--- src/rtl/div_unit.sv ---
// Multi-cycle radix-2 restoring divider for MIPS DIV/DIVU.
// Produces {remainder, quotient}; one quotient bit per cycle on operand magnitudes.
module div_unit #(
  parameter int unsigned WIDTH = 32,
  parameter int unsigned CNT_W = 6
) (
  input  logic               clk,
  input  logic               rst,
  input  logic               signed_div,
  input  logic [WIDTH-1:0]   dividend,
  input  logic [WIDTH-1:0]   divisor,
  input  logic               start,
  input  logic               annul,
  output logic [2*WIDTH-1:0] result,
  output logic               ready
);

  typedef enum logic [1:0] {StFree, StByZero, StOn, StEnd} state_e;

  localparam logic [CNT_W-1:0] CntLast = CNT_W'(WIDTH);

  state_e             state_q, state_d;
  logic [CNT_W-1:0]   cnt_q, cnt_d;
  logic [WIDTH-1:0]   rem_q, rem_d;
  logic [WIDTH-1:0]   quo_q, quo_d;
  logic [WIDTH-1:0]   dvs_q, dvs_d;
  logic               neg_quo_q, neg_quo_d;
  logic               neg_rem_q, neg_rem_d;
  logic [2*WIDTH-1:0] result_q, result_d;
  logic               ready_q, ready_d;

  logic             dvd_neg, dvs_neg;
  logic [WIDTH:0]   trial;
  logic [WIDTH-1:0] quo_fix, rem_fix;

  assign dvd_neg = signed_div & dividend[WIDTH-1];
  assign dvs_neg = signed_div & divisor[WIDTH-1];

  // quo_q holds the not-yet-consumed dividend bits; its MSB shifts into the remainder.
  assign trial   = {rem_q, quo_q[WIDTH-1]} - {1'b0, dvs_q};
  assign quo_fix = neg_quo_q ? -quo_q : quo_q;
  assign rem_fix = neg_rem_q ? -rem_q : rem_q;

  always_comb begin
    state_d   = state_q;
    cnt_d     = cnt_q;
    rem_d     = rem_q;
    quo_d     = quo_q;
    dvs_d     = dvs_q;
    neg_quo_d = neg_quo_q;
    neg_rem_d = neg_rem_q;
    result_d  = result_q;
    ready_d   = ready_q;

    unique case (state_q)
      StFree: begin
        result_d = '0;
        ready_d  = 1'b0;
        if (start && !annul) begin
          neg_quo_d = dvd_neg ^ dvs_neg;
          neg_rem_d = dvd_neg;
          quo_d     = dvd_neg ? -dividend : dividend;
          dvs_d     = dvs_neg ? -divisor : divisor;
          rem_d     = '0;
          cnt_d     = '0;
          state_d   = (divisor == '0) ? StByZero : StOn;
        end
      end

      StByZero: begin
        result_d = '0;
        state_d  = StEnd;
      end

      StOn: begin
        if (annul || !start) begin
          result_d = '0;
          ready_d  = 1'b0;
          state_d  = StFree;
        end else if (cnt_q == CntLast) begin
          result_d = {rem_fix, quo_fix};
          ready_d  = 1'b1;
          state_d  = StEnd;
        end else begin
          if (!trial[WIDTH]) begin
            rem_d = trial[WIDTH-1:0];
          end else begin
            rem_d = {rem_q[WIDTH-2:0], quo_q[WIDTH-1]};
          end
          quo_d = {quo_q[WIDTH-2:0], ~trial[WIDTH]};
          cnt_d = cnt_q + 1'b1;
        end
      end

      StEnd: begin
        // A new request needs start to drop for a cycle first.
        if (annul || !start) begin
          result_d = '0;
          ready_d  = 1'b0;
          state_d  = StFree;
        end else begin
          ready_d = 1'b1;
        end
      end

      default: begin
        result_d = '0;
        ready_d  = 1'b0;
        state_d  = StFree;
      end
    endcase
  end

  always_ff @(posedge clk) begin
    if (rst) begin
      state_q   <= StFree;
      cnt_q     <= '0;
      rem_q     <= '0;
      quo_q     <= '0;
      dvs_q     <= '0;
      neg_quo_q <= 1'b0;
      neg_rem_q <= 1'b0;
      result_q  <= '0;
      ready_q   <= 1'b0;
    end else begin
      state_q   <= state_d;
      cnt_q     <= cnt_d;
      rem_q     <= rem_d;
      quo_q     <= quo_d;
      dvs_q     <= dvs_d;
      neg_quo_q <= neg_quo_d;
      neg_rem_q <= neg_rem_d;
      result_q  <= result_d;
      ready_q   <= ready_d;
    end
  end

  assign result = result_q;
  assign ready  = ready_q;

endmodule

--- config.mk ---
export PLATFORM = sky130hd
export DESIGN_NAME = div_unit
export DESIGN_NICKNAME = d
export VERILOG_FILES = /design/src/rtl/div_unit.sv
export SDC_FILE = /design/constraint.sdc
export NUM_CORES = 1
export LEC_CHECK = 0
export CAP_MARGIN = 20
export CORE_AREA = 2 2 131 197
export DETAILED_ROUTE_END_ITERATION = 7
export DIE_AREA = 0 0 133 199
export PLACE_DENSITY = 0.75
export SYNTH_ARGS = -nofsm -noshare
export SYNTH_HDL_FRONTEND = slang
export SYNTH_SLANG_ARGS = --single-unit
--- constraint.sdc ---
create_clock -name clk -period 8.3 [get_ports clk]
set_input_delay 1.66 -clock clk [delete_from_list [all_inputs] [get_ports clk]]
set_output_delay 1.66 -clock clk [all_outputs]
set_load 0.01 [all_outputs]
==> impl_metrics.toml <==
[run_status]
status = "complete, no violations"

[job]
cap_violations = 0

[setup_path]
critPathMaxStageDelay_ps = 650
rrSetupSlack_ps = 4870
ff2ff_path_depth = 12
crit_required_ps = 8580
cp_cell_sequence = "clkdlybuf4s50_1, nor2b_1, and2_1, nand2_1, o21ai_2, buf_4, nand4_1, or2_2, xor2_1, nor3_1"
cpMaxStageDelayCell = "and2_1"
criticalPathCategory = "in2reg"
end_kind = "flip-flop"
crit_arrival_ps = 4660
crit_fanout = 30
cp_top_family = "simple AND/OR/NAND/NOR gates"
critPathBufInv = 2
regToRegStartpoint = "quo_q[31]$_SDFFE_PP0P_"
r2r_end = "rem_q[12]$_SDFFE_PP0P_"
cp.depth = 10
cp-start-kind = "input pin"

[sta]
setup_slack_ps = 3920
tightestPinTransition_ps = 1040
skew_ps = 13.0
hold_violations = 0
timing.fmax_mhz = 228
period_share = 0.528
slew_violations = 0
worst_hold_slack_ps = 454
max_slew_margin = 0.304
fin_crit_ps = 4380
rsz0062_at_grt = "false"
finalSetupViolations = 0
finalSetupTns_ps = 0

[floorplanning]
start_util = 0.443
fp-row-count = 71
die-area_um2 = 26500
pin_count = 134
dieWidth_um = 133
coreArea_um2 = 24800
die_h_um = 199

[cts]
cts_buffers = 17
hold_buffers = 0
post_cts_buffers = 0
clock_latency_ps = 450
cts.sinks = 171
clockRootBuffer = "clkbuf_16"
cts_resized = 0
cts_tree = "yes"
path_clk_slew_ps = 70
cts_max_level = 4
clk_path_buf_depth = 2

[logic_synthesis]
synthesis.area_um2 = 11000
synth_xor_area_frac = 0.118
synth_fa_ha_area_frac = 0.0497
synth_edf_count = 0
synthMuxAreaShare = 0.0201
synth.net_count = 1542
synth_top_cell_by_area = "dfxtp_1"
synthFlopType = "dfxtp_1"
ys_seq_area_frac = 0.312
yosysWarningCount = 0
synth_seq_cells = 171
syn_area_per_cell_um2 = 7.67
synthSimpleGateAreaFrac = 0.210
synth_cell_types = 74
synthCells = 1430
synth_area_leaders = "dfxtp_1 31%, xnor2_1 7.9%, nand2_1 6.9%, a21oi_1 4.9%, ha_1 4.8%"
synth_top_family_by_area = "compound AO/OA/AOI/OAI gates"
synth_compound_area_frac = 0.236
synth_top_area_share = 0.312
async_flop_share = 0

[global_routing]
use_met1 = 0.268
track_usage = 0.235
grt_max_degree = 93
grt_util_met2 = 0.429
antenna_found_initial = 0
first_global_vias = 10100
overflow = 0
grt.met3_usage = 0.0316
grt_pass1_wl_um = 50200
top_usage_layer = "met2"

[min_path]
whs_path_depth = 2
worstHoldStart = "result[34]$_SDFFE_PP0P_"
hp-class = "reg2reg"
hold_end = "result[34]$_SDFFE_PP0P_"

[power_and_ir_drop]
leakage_uw = 0.00472
power_per_cell_area_nw_per_um2 = 162
peakVddDrop_mv = 0.145

[place]
placed_cell_area_um2 = 12400
post-place-ws_ps = 3480
hpwl_um = 22800
place.gp.congestion = 0.940
io_buffers = 133

[finish]
fillCellCount = 2363
final_common_cell = "nand2_1"
fin_util = 0.528
antennaDiodeCount = 0
area_growth_pct = 19.2
drive_gt1_frac = 0.0480
final_cell_mix = "201 x nand2_1, 171 x dfxtp_1, 135 x nor2_1"
finish.instance_area_um2 = 13100
layout.nets = 1621

[detailed_routing]
via_count = 10400
dr.pass1.iters = 5
drt-initial-drc-count = 593
viasPerCell = 5.63
drc_errors = 0
ant_nets = 0
wl_um = 30600
avgRoutedWirePerCell_um = 16.6
==> per-stage QoR <==
| stage | std cells | power [uW] |
|---|---|---|
| after global placement | 1816 | 1300 |
| after CTS | 1848 | 2130 |
| after floorplan | 1430 | 1190 |
| final | 1850 | 2120 |
| after global routing | 1850 | 2220 |
| after detailed placement | 1816 | 1310 |
==> cells in the mapped netlist (14+ instances only) <==
| cell type | instances |
|---|---|
| nand2_1 | 202 |
| dfxtp_1 | 171 |
| nor2_1 | 137 |
| a21oi_1 | 107 |
| o21ai_0 | 101 |
| xnor2_1 | 99 |
| clkbuf_1 | 68 |
| inv_1 | 54 |
| xor2_1 | 49 |
| a22oi_1 | 46 |
| ha_1 | 42 |
| nand3_1 | 33 |
| a211oi_1 | 31 |
| nor3_1 | 30 |
| o31ai_1 | 25 |
| mux2i_1 | 22 |
| a21o_1 | 14 |
| o41ai_1 | 14 |
==> area by class of cell <==
cell class | count | area, um2 | area share
timing repair buffer | 146 | 1460 | 0.112
sequential | 171 | 3420 | 0.262
multi-input combinational | 1119 | 6990 | 0.534
clock buffer | 17 | 425 | 0.0325
clock inverter | 15 | 173 | 0.0132
tap | 328 | 410 | 0.0314
inverter | 54 | 203 | 0.0155
==> cell families (layout without fill, tap and decap cells) <==
| family | after synthesis | after routing |
|---|---|---|
| flip-flops | 171 | 171 |
| AO/OA/AOI/OAI | 405 | 405 |
| adder cells (fa/ha/maj) | 43 | 43 |
| XOR/XNOR | 148 | 148 |
| multiplexers | 22 | 22 |
| AND/OR/NAND/NOR | 501 | 501 |
| buffers and inverters | 140 | 232 |
==> flip-flops by register name, indices dropped and copies added (netlist names) <==
| signal | count |
|---|---|
| rem_q | 32 |
| neg_rem_q | 1 |
| state_q | 2 |
| dvs_q | 32 |
| cnt_q | 6 |
| neg_quo_q | 1 |
| result | 64 |
| quo_q | 32 |
| ready | 1 |
==> worst reg2reg max path, stage by stage (launching register included) <==
cell and delay [ps]:
dfxtp_1 350, inv_1 110, ha_1 200, fa_1 220, nor2b_1 80, o31a_1 300
o211ai_1 290, and3b_1 350, a21boi_1 160, o211ai_4 360, buf_4 480, mux2i_1 270
o21ai_0 90
==> how the worst max path moves through the flow <==
| stage | to | slack, ps | start |
|---|---|---|---|
| after floorplan | dvs_q[30]$_SDFFE_PP0P_ | 4440 | divisor[8] |
| after detailed placement | cnt_q[5]$_SDFFE_PP0P_ | 3480 | start |
| final | cnt_q[5]$_SDFFE_PP0P_ | 3920 | start |
| after CTS | cnt_q[5]$_SDFFE_PP0P_ | 3950 | start |
| after global placement | cnt_q[5]$_SDFFE_PP0P_ | 3590 | start |
| after global routing | cnt_q[5]$_SDFFE_PP0P_ | 3650 | start |
==> power breakdown <==
group          total, uW  internal (uW)  switching [uW]
clock                819            432             387
sequential           879            847            32.0
combinational        420            174             246
total               2120           1450             665
==> per-layer routing <==
layer / wire (um) / vias up
met4: 1370 / 0
met1: 12400 / 4856
met2: 15700 / 276
li1: - / 5210
met3: 1160 / 69
met5: 0 / -
Note: power is estimated with default switching activity, not from simulation.
